`config.mk`:
```
export PLATFORM = sky130hd
export DESIGN_NAME = btn_debounce_bank
export DESIGN_NICKNAME = d
export VERILOG_FILES = /design/src/rtl/btn_debounce_bank.sv
export SDC_FILE = /design/constraint.sdc
export NUM_CORES = 1
export LEC_CHECK = 0
export CAP_MARGIN = 15
export CORE_UTILIZATION = 65
export CTS_BUF_LIST = sky130_fd_sc_hd__clkbuf_8
export DETAILED_ROUTE_END_ITERATION = 10
export PLACE_DENSITY = 0.82
export SYNTH_ARGS = -nofsm -noshare
export SYNTH_HDL_FRONTEND = slang
export SYNTH_SLANG_ARGS = --single-unit
```
`constraint.sdc`:
```
create_clock -name clk -period 15.8 [get_ports clk]
set_input_delay 2.37 -clock clk [delete_from_list [all_inputs] [get_ports clk]]
set_output_delay 2.37 -clock clk [all_outputs]
set_load 0.02 [all_outputs]
```
`src/rtl/btn_debounce_bank.sv`:
```
// Bank of independent push-button conditioners: synchronise, debounce, edge-detect,
// long-press detect and auto-repeat, one fully separate pipeline per channel.
module btn_debounce_bank #(
    parameter int              N_CH          = 5,
    parameter int              DB_CYCLES     = 262144,
    parameter int              HOLD_CYCLES   = 50000000,
    parameter int              REPEAT_CYCLES = 10000000,
    parameter logic [N_CH-1:0] INVERT        = {N_CH{1'b0}}
) (
    input  logic            clk,
    input  logic            rst_n,
    input  logic [N_CH-1:0] btn_in,
    output logic [N_CH-1:0] btn_db,
    output logic [N_CH-1:0] btn_rise,
    output logic [N_CH-1:0] btn_fall,
    output logic [N_CH-1:0] btn_hold,
    output logic [N_CH-1:0] btn_rep
);

    localparam int DB_W   = $clog2(DB_CYCLES + 1);
    localparam int HOLD_W = $clog2(HOLD_CYCLES + 1);
    localparam int REP_W  = (REPEAT_CYCLES > 0) ? $clog2(REPEAT_CYCLES + 1) : 1;
    localparam bit REP_EN = (REPEAT_CYCLES > 0);

    localparam logic [DB_W-1:0]   DB_LAST   = DB_W'(DB_CYCLES - 1);
    localparam logic [HOLD_W-1:0] HOLD_LAST = HOLD_W'(HOLD_CYCLES - 1);
    localparam logic [HOLD_W-1:0] HOLD_MAX  = HOLD_W'(HOLD_CYCLES);
    localparam logic [REP_W-1:0]  REP_LAST  = REP_W'((REPEAT_CYCLES > 0) ? REPEAT_CYCLES - 1 : 0);

    typedef enum logic [1:0] {
        S_IDLE,
        S_PRESSED,
        S_HELD
    } state_e;

    // Reset asserts asynchronously but releases two clocks later, so every
    // flop below leaves reset on the same edge.
    logic [1:0] rst_pipe_q;
    logic       rst_int_n;

    always_ff @(posedge clk or negedge rst_n) begin
        if (!rst_n) begin
            rst_pipe_q <= 2'b00;
        end else begin
            // NOTE: sequential state always uses non-blocking assignment so every
            // flop samples pre-edge values regardless of statement order.
            rst_pipe_q <= {rst_pipe_q[0], 1'b1};
        end
    end

    assign rst_int_n = rst_pipe_q[1];

    for (genvar ch = 0; ch < N_CH; ch++) begin : g_ch
        logic [1:0]        sync_q;
        logic              level;
        logic              db_q;
        logic              rise_q;
        logic              fall_q;
        logic              hold_q;
        logic              rep_q;
        logic [DB_W-1:0]   db_cnt_q;
        logic [HOLD_W-1:0] hold_cnt_q;
        logic [REP_W-1:0]  rep_cnt_q;
        state_e            state_q;
        state_e            state_d;

        logic mismatch;
        logic db_flip;
        logic rise_ev;
        logic fall_ev;
        logic hold_set;
        logic rep_due;
        logic rep_ev;

        // Polarity is normalised before the synchroniser so everything
        // downstream sees 1 = pressed.
        always_ff @(posedge clk or negedge rst_int_n) begin
            if (!rst_int_n) begin
                sync_q <= 2'b00;
            end else begin
                sync_q <= {sync_q[0], btn_in[ch] ^ INVERT[ch]};
            end
        end

        assign level = sync_q[1];

        always_comb begin
            mismatch = (level != db_q);
            db_flip  = mismatch && (db_cnt_q == DB_LAST);
            rise_ev  = db_flip && level;
            fall_ev  = db_flip && !level;
            // A release landing on the same edge wins over a long-press.
            hold_set = db_q && !fall_ev && (hold_cnt_q == HOLD_LAST);
            rep_due  = REP_EN && hold_q && (rep_cnt_q == REP_LAST);
        end

        always_ff @(posedge clk or negedge rst_int_n) begin
            if (!rst_int_n) begin
                db_cnt_q <= '0;
                db_q     <= 1'b0;
                rise_q   <= 1'b0;
                fall_q   <= 1'b0;
            end else begin
                db_cnt_q <= (!mismatch || db_flip) ? '0 : db_cnt_q + 1'b1;
                db_q     <= db_flip ? level : db_q;
                rise_q   <= rise_ev;
                fall_q   <= fall_ev;
            end
        end

        always_ff @(posedge clk or negedge rst_int_n) begin
            if (!rst_int_n) begin
                hold_cnt_q <= '0;
            end else if (!db_q || fall_ev) begin
                hold_cnt_q <= '0;
            end else if (hold_cnt_q != HOLD_MAX) begin
                hold_cnt_q <= hold_cnt_q + 1'b1;
            end
        end

        always_ff @(posedge clk or negedge rst_int_n) begin
            if (!rst_int_n) begin
                state_q <= S_IDLE;
            end else begin
                state_q <= state_d;
            end
        end

        always_comb begin
            // NOTE: every combinational output gets a default first so no path
            // through the case leaves it unassigned and infers a latch.
            state_d = state_q;
            case (state_q)
                S_IDLE: begin
                    if (rise_ev) state_d = S_PRESSED;
                end
                S_PRESSED: begin
                    if (fall_ev)       state_d = S_IDLE;
                    else if (hold_set) state_d = S_HELD;
                end
                S_HELD: begin
                    if (fall_ev) state_d = S_IDLE;
                end
                default: state_d = S_IDLE;
            endcase
            rep_ev = ((state_q == S_PRESSED) && (state_d == S_HELD)) ||
                     (rep_due && !fall_ev);
        end

        always_ff @(posedge clk or negedge rst_int_n) begin
            if (!rst_int_n) begin
                hold_q    <= 1'b0;
                rep_q     <= 1'b0;
                rep_cnt_q <= '0;
            end else begin
                hold_q <= (state_d == S_HELD);
                rep_q  <= rep_ev;
                // Repeat phase restarts each time the long-press is entered.
                if (!hold_q || rep_due) begin
                    rep_cnt_q <= '0;
                end else begin
                    rep_cnt_q <= rep_cnt_q + 1'b1;
                end
            end
        end

        assign btn_db[ch]   = db_q;
        assign btn_rise[ch] = rise_q;
        assign btn_fall[ch] = fall_q;
        assign btn_hold[ch] = hold_q;
        assign btn_rep[ch]  = rep_q;
    end

endmodule
```
; ---- After elaboration in Yosys (flattened, before gate mapping)
; Index checks and enable logic that the tools add are counted.
[totals]
ff_bits = 392
wordCells = 246
[op_classes]
n_eq_ne = 40
mux = 45
n_reduce_logical = 95
add_sub_neg = 15
[op_table]
columns = op, count
row1 = 2-to-1 mux 26 bit, 10
row2 = adder 26 x 1 -> 26 bit (second input constant), 5
row3 = == test 26 bit (second input constant), 5
row4 = inequality test 26 bit (second input constant), 5
row5 = adder 24 x 1 -> 24 bit (second input constant), 5
row6 = == test 24 bit (second input constant), 5
row7 = 2-to-1 mux 24 bit, 5
row8 = adder 19 x 1 -> 19 bit (second input constant), 5
row9 = == test 19 x 18 -> 1 bit (second input constant), 5
row10 = 2-to-1 mux 19 bit, 5
row11 = logical AND 1 bit, 40
row12 = 2-to-1 mux 2 bit, 20
row13 = case mux 2 bit (3 select lines), 5
row14 = logical NOT 1 bit, 25
row15 = == test 2 bit (second input constant), 10
row16 = logical OR 1 bit, 20
row17 = == test 2 x 1 -> 1 bit (second input constant), 5
row18 = logical NOT 2 bit, 5
row19 = nonzero test 2 bit, 5
row20 = inequality test 1 bit, 5

; ---- Depth between registers and ports, before layout
; Gate-level depths: netlist of run 1.
[depth]
depth_word = 12
depth_mapped = 9
depth_no_buf = 7

; ---- Least setup slack after synthesis of run 1
; OpenSTA, ideal clock, no wires.
[synth_timing]
kind = register -> output
start = register g_ch[2].db_q
end = output port btn_db[2]
path_stages_with_launch = 2
arrival_time_ns = 0.623
t_required_ns = 13.430
slack_ns = 12.807
path_cell_list = dfrtp_1 > buf_4
[synth_rtl]
columns = item, line
row1 = from (decl), 56  ; logic db_q;
row2 = from (signal assigned), 105  ; db_q <= db_flip ? level : db_q;
row3 = to (decl), 13  ; output logic [N_CH-1:0] btn_db,
; No word-level cell between the ends.

; ---- Final worst setup path of run 1
[layout_timing]
start = register g_ch[2].db_q
end = output port btn_db[2]
; No word-level cell between the ends.

==> impl_metrics.csv, run 1 <==
group,metric,value,unit
floorplan,die_height,173,um
min_path,min_from,"rst_pipe_q[0]",
sta,fmax,0.242,GHz
clocking,cts_tree,"built",
route,drt_iter0_markers,829,
setup_path,start_kind,"flip-flop",
grt,gr-total-overflow,0,
sta,tightest_slew,1080,ps
final_layout,drive_gt1_frac,0.0743,
setup_path,crit_start,"g_ch[2].db_q",
logic_synthesis,syn_area,18900,um2
placement,gp_congestion,0.795,
power_and_ir_drop,p_per_area,93.8,nW/um2
clocking,path_clk_slew,60,ps
logic_synthesis,synth_mux_area_frac,0.00496,
route,ant_nets,0,
sta,hold_viol,0,
setup_path,crit_fanout,7,
logic_synthesis,seq_area_frac_synth,0.519,
min_path,hp-class,"reg2reg",
logic_synthesis,synth-main-ff-cell,"dfrtp_1",
grt,grt_usage,0.240,
placement,dpl.hpwl,22500,um
sta,max_slew_margin,0.274,
clocking,clkLatencyLatePin,590,ps
logic_synthesis,syn_avg_cell_area,9.97,um2
route,vias,13324,
floorplan,die-area,29800,um2
grt,grt_pass1_vias,13468,
clocking,ctsResizeCount,0,
sta,rsz0062_at_grt,"false",
logic_synthesis,synth_compound_area_frac,0.0183,
setup_path,cp_num_buf_inv,1,
setup_path,arrival,1760,ps
route,post-route-drc-count,0,
logic_synthesis,yosys_warnings,0,
grt,grt_pass1_wl,61000,um
floorplan,core,28600,um2
final_layout,final_nets,1957,
sta,fin_tns_setup,0,ps
floorplan,die_w,173,um
sta,period_needed,4130,ps
power_and_ir_drop,p_leak,8.50,nW
logic_synthesis,synthesis.nets,1924,
route,drtPass1Iterations,5,
setup_path,cp_slowest_cell,"clkdlybuf4s50_1",
grt,grt_max_degree,169,
final_layout,area_growth,9.26,%
route,routedWlPerCell,14.7,um
final_layout,diodes,0,
floorplan,initial_core_util,0.661,
clocking,clock_path_buffers,3,
setup_path,crit_family,"buffers and inverters",
logic_synthesis,synth-seq-cells,392,
setup_path,path_class,"reg2out",
setup_path,cp.required,13430,ps
sta,post-route-period-util,0.261,
logic_synthesis,synth_top_family_by_area,"simple AND/OR/NAND/NOR gates",
clocking,postCtsHoldBufs,0,
setup_path,r2r-start,"rst_pipe_q[1]",
logic_synthesis,synth-xor-area-share,0.143,
logic_synthesis,synth-async-reset-ratio,1.00,
logic_synthesis,synth_cell_types,57,
route,viasPerCell,5.64,
clocking,h-tree-depth,2,
setup_path,path_cells,"clkdlybuf4s50_1",
clocking,cts_inserted_buffers,61,
setup_path,end_kind,"output port",
setup_path,cp_slowest_stage_delay,670,ps
final_layout,fillers,2062,
placement,port-buffer-count,31,
sta,setup_viol,0,
logic_synthesis,synth_edf_count,0,
floorplan,num_rows,62,
clocking,clock-sinks,392,
final_layout,final_util,0.722,
outcome,outcome,"finished clean",
job,drv_cap,0,
logic_synthesis,synth_simple_gate_area_frac,0.271,
floorplan,io_pins,32,
sta,slew_violations,0,
logic_synthesis,synthAdderAreaFrac,0.0132,
clocking,cts-root-buf,"clkbuf_8",
logic_synthesis,synthCells,1897,
sta,finalClockSkew,25.8,ps
clocking,postCtsSetupBuffers,0,
grt,antenna_found_initial,0,
power_and_ir_drop,finalPower,0.00194,W
route,routed_wl,34700,um
power_and_ir_drop,vdd_drop_max,0.0000982,V
==> final timing paths <==
kind / cells after the start / slack (ps) / to
max: 1 / 11670 / btn_db[2]
min: 0 / 340 / rst_pipe_q[1]
max reg2reg: 2 / 12950 / g_ch[0].hold_q
min reg2reg: 0 / 340 / rst_pipe_q[1]
max in group asynchronous: 2 / 12950 / g_ch[0].hold_q
min in group asynchronous: 0 / 420 / g_ch[2].rep_cnt_q[5]
==> layer usage <==
layer | part of all wire | track usage | up-vias
li1 | - | - | 6503
met5 | 0 | 0 | -
met4 | 0.019 | 0.0800 | 0
met2 | 0.49 | 0.409 | 194
met1 | 0.46 | 0.317 | 6565
met3 | 0.031 | 0.0367 | 62
==> power breakdown <==
part	internal, W	switching [W]	total [W]
clock network	0.000497	0.000396	0.000894
registers	0.00101	0.00000765	0.00102
logic	0.00000580	0.0000220	0.0000279
total	0.00151	0.000426	0.00194
==> synthesized netlist by cell type, drive strengths merged (7+ instances only) <==
cell type,number,share of area
nand2,108,0.022
nor4,45,0.016
nand3,133,0.035
inv,46,0.0091
buf,51,0.019
nor2,381,0.076
nor3,56,0.016
clkbuf,16,0.0032
or3b,7,0.0032
a21oi,20,0.0053
or3,14,0.0054
nand2b,19,0.0063
dfrtp,392,0.52
o21ai,12,0.0046
and2,18,0.0060
xor2,162,0.075
nor4bb,7,0.0037
and4,32,0.015
nand4,88,0.030
or4,7,0.0032
xnor2,146,0.068
nor4b,11,0.0051
nor2b,7,0.0023
and3,55,0.018
ha,20,0.013
==> sequential cells by signal (all words and copies together) (netlist names), 5 cells and up <==
register	cells
g_ch.sync_q	10
g_ch.rep_cnt_q	120
g_ch.state_q	10
g_ch.hold_q	5
g_ch.rep_q	5
g_ch.fall_q	5
g_ch.rise_q	5
g_ch.db_q	5
g_ch.db_cnt_q	95
g_ch.hold_cnt_q	130
==> cell usage in the layout (no fill, tap or decap), drive strengths merged, types with 5 or more instances in the layout <==
cell type / n
a21oi: 20
and2: 18
and3: 55
and4: 32
buf: 5
clkbuf: 80
clkdlybuf4s50: 31
clkinv: 15
dfrtp: 392
ha: 20
inv: 60
mux2i: 6
nand2: 108
nand2b: 19
nand3: 133
nand4: 88
nor2: 381
nor2b: 7
nor3: 56
nor4: 45
nor4b: 11
nor4bb: 7
o21ai: 12
or2: 6
or3: 14
or3b: 7
or4: 7
xnor2: 146
xor2: 162
==> stage by stage <==
step           area, um2  setup WS, ps  hold WS, ps  std cells
2_1_floorplan      18900          4070          331       1897
3_3_place_gp       19300         12320          333       2250
3_5_place_dp       19300         12280          336       2250
4_1_cts            20700         11640          350       2362
5_1_grt            20700         11590          365       2363
6_report           20700         11670          345       2363
==> cell type report <==
type,count,area [um2],share of cell area
well taps,384,480,0.0233
multi-input cells,1392,8520,0.412
clock inverters,33,225,0.0109
repair buffers,37,365,0.0177
inverters,46,173,0.00836
clock buffers,79,1090,0.0526
flip-flops and latches,392,9810,0.475
==> logic make-up (layout without fill, tap and decap cells) <==
| kind of cell | Yosys count | after routing |
|---|---|---|
| multiplexers | 9 | 9 |
| XOR/XNOR | 308 | 308 |
| flip-flops | 392 | 392 |
| other | 1 | 1 |
| buffers and inverters | 113 | 195 |
| AO/OA/AOI/OAI | 48 | 48 |
| AND/OR/NAND/NOR | 1006 | 1006 |
| adder cells (fa/ha/maj) | 20 | 20 |
No activity file was read; power rests on OpenSTA's default activity.
==> inputs of run 2 (changes only) <==
- CORE_UTILIZATION: 65 -> 59
- PLACE_DENSITY: 0.82 -> 0.79
- clock period: 15.8 -> 3.35 ns (I/O delays scaled with it)
==> run 2 against run 1 <==
Compared with the run above:
- non-clock buffer count increased by 9
- first-iteration DRC count is 2.5% higher
- final cell count up 1.3%
- count of clock-buffer cells in the layout shrank 6
- via count up 0.71%
- critical path depth is 5 higher
- total power grew to 4.8 times the previous value
- hold slack worse by 290 ps
- highest routed layer unchanged
==> impl_metrics.csv, run 2 (synthesized netlist as in run 1, its figures left out) <==
group,metric,value,unit
outcome,outcome,"finished clean",
placement,gp_congestion,0.809,
final_layout,final_common_cell,"dfrtp_1",
setup_path,path_cells,"ha_1, nand4_2, or3_1, o41ai_4, buf_4, nor2_1",
floorplan,die_w,181,um
sta,fin_tns_setup,0,ps
setup_path,cp_slowest_cell,"o41ai_4",
sta,post-route-period-util,0.748,
setup_path,end_kind,"flip-flop",
final_layout,multi_input_area,8520,um2
sta,slew_violations,0,
sta,finalClockSkew,25.4,ps
placement,place_area,19500,um2
setup_path,cp.required,3830,ps
clocking,path_clk_slew,70,ps
floorplan,io_pins,32,
clocking,h-tree-depth,2,
clocking,clock-sinks,392,
sta,setup_viol,0,
route,routed_wl,34500,um
placement,port-buffer-count,31,
power_and_ir_drop,finalPower,0.00923,W
job,drv_cap,0,
placement,place_ws,865,ps
final_layout,area_growth,10.1,%
floorplan,initial_core_util,0.599,
power_and_ir_drop,p_leak,8.56,nW
final_layout,fillers,2466,
final_layout,stdcell_area,20800,um2
final_layout,largest_reg_flops,130,
clocking,cts_inserted_buffers,61,
power_and_ir_drop,p_per_area,443,nW/um2
route,drt_iter0_markers,850,
setup_path,cp_slowest_stage_delay,680,ps
sta,hold_viol,0,
clocking,cts-root-buf,"clkbuf_8",
floorplan,num_rows,65,
clocking,cts_tree,"built",
clocking,postCtsSetupBuffers,0,
sta,max_slew_margin,0.321,
grt,grt_usage,0.218,
clocking,clkLatencyLatePin,610,ps
grt,gr-total-overflow,0,
grt,grt_pass1_vias,13517,
floorplan,die-area,32800,um2
final_layout,layout_common_cells,"dfrtp_1, nor2_1, xor2_1",
grt,grt_pass1_wl,61000,um
final_layout,largestRegisters,"g_ch.hold_cnt_q: 130 flops, g_ch.rep_cnt_q: 120 flops, g_ch.db_cnt_q: 95 flops",
placement,dpl.hpwl,22800,um
setup_path,crit_fanout,17,
final_layout,ff_latch_area,9810,um2
route,post-route-drc-count,0,
setup_path,crit_family,"simple AND/OR/NAND/NOR gates",
setup_path,path_class,"reg2reg",
clocking,postCtsHoldBufs,0,
setup_path,start_kind,"flip-flop",
power_and_ir_drop,vdd_drop_max,0.000360,V
sta,rsz0062_at_grt,"false",
final_layout,drive_gt1_frac,0.0814,
clocking,ctsResizeCount,0,
route,vias,13419,
sta,period_needed,2510,ps
grt,grt_max_degree,101,
route,ant_nets,0,
final_layout,top_register,"g_ch.hold_cnt_q",
floorplan,core,31600,um2
min_path,hp-class,"in2async",
setup_path,arrival,2980,ps
route,viasPerCell,5.61,
route,routedWlPerCell,14.4,um
sta,fmax,0.399,GHz
grt,antenna_found_initial,0,
sta,setup_slack,843,ps
sta,tightest_slew,1010,ps
final_layout,diodes,0,
final_layout,final_nets,1966,
clocking,clock_path_buffers,3,
route,drtPass1Iterations,5,
floorplan,die_height,181,um
setup_path,cp_num_buf_inv,1,
[run 2: area by class of cell]
class                   instances  share of cell area
clock buffers                  73              0.0483
clock inverters                42              0.0160
inverters                      46             0.00829
multi-input cells            1392               0.409
flip-flops and latches        392               0.471
well taps                     402              0.0242
repair buffers                 46              0.0227
[run 2: metal layers]
layer,global-route usage,routed length (um),part of all wire,vias up
li1,-,-,-,6529
met1,0.296,16100,0.47,6621
met2,0.360,16400,0.48,210
met3,0.0353,1160,0.034,59
met4,0.0692,804,0.023,0
met5,0,0,0,-
[run 2: path summary, 6_finish.rpt]
kind	start	to	slack, ps	cells past startpoint
worst max register to register	g_ch[2].db_cnt_q[0]	g_ch[2].hold_cnt_q[1]	840	6
max in group asynchronous	rst_pipe_q[1]	g_ch[0].rep_cnt_q[8]	1930	1
worst min register to register	g_ch[4].sync_q[0]	g_ch[4].sync_q[1]	340	0
worst min-delay path	rst_n	rst_pipe_q[1]	60	1
worst max-delay path	g_ch[2].db_cnt_q[0]	g_ch[2].hold_cnt_q[1]	840	6
min in group clk	btn_in[0]	g_ch[0].sync_q[0]	340	1
[run 2: where the power goes]
group	internal (W)	switching (W)	total [W]	leakage (nW)
Combinational	0.0000350	0.000108	0.000143	2.37
Sequential	0.00476	0.0000342	0.00479	5.44
Clock	0.00239	0.00191	0.00429	0.750
Total	0.00718	0.00205	0.00923	8.56
[run 2: stage by stage]
stage	utilization	hold slack (ps)	cells
6_report	0.660	59.3	2393
2_1_floorplan	-	207	1897
4_1_cts	0.660	20.8	2393
3_5_place_dp	0.617	336	2278
3_3_place_gp	0.617	335	2278
5_1_grt	0.660	37.4	2393
==> inputs of run 3 (changes only) <==
- CORE_UTILIZATION: 59 -> 65
- PLACE_DENSITY: 0.79 -> 0.82
- clock period: 3.35 -> 2.6 ns (I/O delays scaled with it)
==> run 3 against run 2 <==
Compared with the run above:
- hold slack better by 190 ps
- combinational power increased by 37%
- routed wire length grew 1.2%
- clock skew up 3.9 ps
- count of clock-buffer cells in the layout is 12 higher
- global-route usage is 2.8 points higher
- critical path depth is 1 higher
- final cell count about the same
- highest routed layer unchanged
- critical path type unchanged
- largest power group unchanged
- cell area rose by 0.92%
- maximum frequency rose by 12%
- register-to-register slack got worse by 490 ps
==> impl_metrics.csv, run 3 (synthesized netlist as in run 1, its figures left out) <==
group,metric,value,unit
outcome,outcome,"finished clean",
power_and_ir_drop,pwr-share-clk,0.474,
clocking,clkLatencyLatePin,580,ps
floorplan,die_w,173,um
grt,grt_max_degree,95,
floorplan,io_pins,32,
floorplan,initial_core_util,0.661,
placement,port-buffer-count,31,
sta,max_slew_margin,0.522,
final_layout,largestRegisters,"g_ch.hold_cnt_q: 130 flops, g_ch.rep_cnt_q: 120 flops, g_ch.db_cnt_q: 95 flops",
power_and_ir_drop,finalPower,0.0121,W
route,post-route-drc-count,0,
route,drt_iter0_markers,1213,
sta,post-route-period-util,0.865,
floorplan,die_height,173,um
final_layout,largest_reg_flops,130,
floorplan,core,28600,um2
power_and_ir_drop,combPwrFrac,0.016,
clocking,cts_tree,"built",
power_and_ir_drop,p_sw,0.00268,W
clocking,cts_inserted_buffers,67,
sta,period_needed,2250,ps
route,routed_wl,34900,um
power_and_ir_drop,vdd_drop_max,0.000502,V
power_and_ir_drop,swShare,0.221,
sta,whs,254,ps
job,drv_cap,0,
setup_path,r2r-start,"g_ch[3].db_cnt_q[0]",
min_path,hp-class,"in2reg",
route,routedWlPerCell,14.6,um
grt,grt_pass1_vias,13744,
sta,rsz0062_at_grt,"false",
final_layout,area_growth,11.1,%
clocking,clock_path_buffers,3,
grt,grt_pass1_wl,62600,um
placement,gp_congestion,0.821,
placement,dpl.hpwl,22500,um
final_layout,layout_common_cells,"dfrtp_1, nor2_1, xor2_1",
final_layout,top_register,"g_ch.hold_cnt_q",
power_and_ir_drop,p_per_area,577,nW/um2
setup_path,end_kind,"flip-flop",
sta,setup_viol,0,
floorplan,die-area,29800,um2
sta,fmax,0.445,GHz
placement,place_ws,386,ps
sta,setup_slack,352,ps
final_layout,drive_gt1_frac,0.0876,
clocking,path_clk_slew,70,ps
sta,slew_violations,0,
final_layout,final_nets,1987,
grt,antenna_found_initial,0,
setup_path,crit_fanout,26,
route,drtPass1Iterations,6,
clocking,ctsResizeCount,0,
setup_path,crit_start,"g_ch[3].db_cnt_q[0]",
setup_path,arrival,2690,ps
setup_path,cp_slowest_stage_delay,460,ps
power_and_ir_drop,p_leak,8.68,nW
power_and_ir_drop,p_seq_frac,0.509,
setup_path,start_kind,"flip-flop",
clocking,clock-sinks,392,
final_layout,final_common_cell,"dfrtp_1",
setup_path,path_class,"reg2reg",
sta,hold_viol,0,
sta,finalClockSkew,29.3,ps
setup_path,cp_slowest_cell,"or3_1",
setup_path,cp.required,3040,ps
route,ant_nets,0,
setup_path,path_cells,"ha_1, and3_1, nand4_2, or3_1, o21ai_4, buf_4, nor2_1",
grt,gr-total-overflow,0,
power_and_ir_drop,internal-power,0.00944,W
min_path,min_from,"btn_in[4]",
clocking,h-tree-depth,3,
route,vias,13600,
sta,tightest_slew,711,ps
clocking,postCtsSetupBuffers,0,
clocking,cts-root-buf,"clkbuf_8",
floorplan,num_rows,62,
final_layout,diodes,0,
sta,fin_tns_setup,0,ps
grt,grt_usage,0.246,
route,viasPerCell,5.68,
## run 3: cell types whose count changed in the layout (fill, tap and decap cells not counted), sizes merged
| cell | delta |
|---|---|
| bufinv | -2 |
| buf | +14 |
| clkbuf | +12 |
| inv | +5 |
| clkinv | -11 |
| dlygate4sd3 | +1 |
## run 3: final cells by class
| type | instances | area, um2 |
|---|---|---|
| fill | 1926 | 7610 |
| tap | 384 | 480 |
| clock buffer | 85 | 1170 |
| timing repair buffer | 61 | 613 |
| clock inverter | 34 | 243 |
| inverter | 46 | 173 |
| multi-input combinational | 1392 | 8520 |
| sequential | 392 | 9810 |
## run 3: path summary, 6_finish.rpt
check,cells past startpoint,slack [ps],to
max,7,350,g_ch[3].hold_cnt_q[1]
min,1,250,g_ch[4].sync_q[0]
max reg2reg,7,350,g_ch[3].hold_cnt_q[1]
min reg2reg,0,340,g_ch[2].hold_q
max in group asynchronous,1,1340,g_ch[3].hold_cnt_q[11]
min in group asynchronous,0,340,g_ch[2].hold_q
## run 3: worst max-delay path: cells and delay by family, from the launching register on
family / cells / cell delay, ps
buf+inv: 1 / 300
compound gates: 1 / 160
simple gates: 4 / 1050
fa+ha+maj: 1 / 190
flops: 1 / 400
## run 3: per-stage QoR
| step | utilization | area [um2] | instances |
|---|---|---|---|
| floorplan | - | 18900 | 1897 |
| global placement | 0.684 | 19600 | 2274 |
| detailed placement | 0.684 | 19600 | 2274 |
| global route | 0.734 | 21000 | 2394 |
| CTS | 0.734 | 21000 | 2394 |
| finish | 0.734 | 21000 | 2394 |
## run 3: metal layers
metal,track usage,share of wire
met5,0,0
met1,0.335,0.46
met4,0.0911,0.026
met2,0.404,0.48
met3,0.0350,0.033
## run 3: power by group through the flow
stage	Sequential [W]	Combinational, W	Clock (W)
2_1_floorplan	0.00635	0.0000506	0
5_1_grt	0.00617	0.000230	0.00618
4_1_cts	0.00617	0.000206	0.00591
6_report	0.00617	0.000196	0.00575
3_3_place_gp	0.00628	0.000198	0
3_5_place_dp	0.00628	0.000203	0
## run 3: timing repair
| action | 4_1_cts | 5_1_grt |
|---|---|---|
| hold buffers | 1 | 0 |
| setup endpoints to repair | 0 | 0 |
| hold endpoints to repair | 2 | 0 |
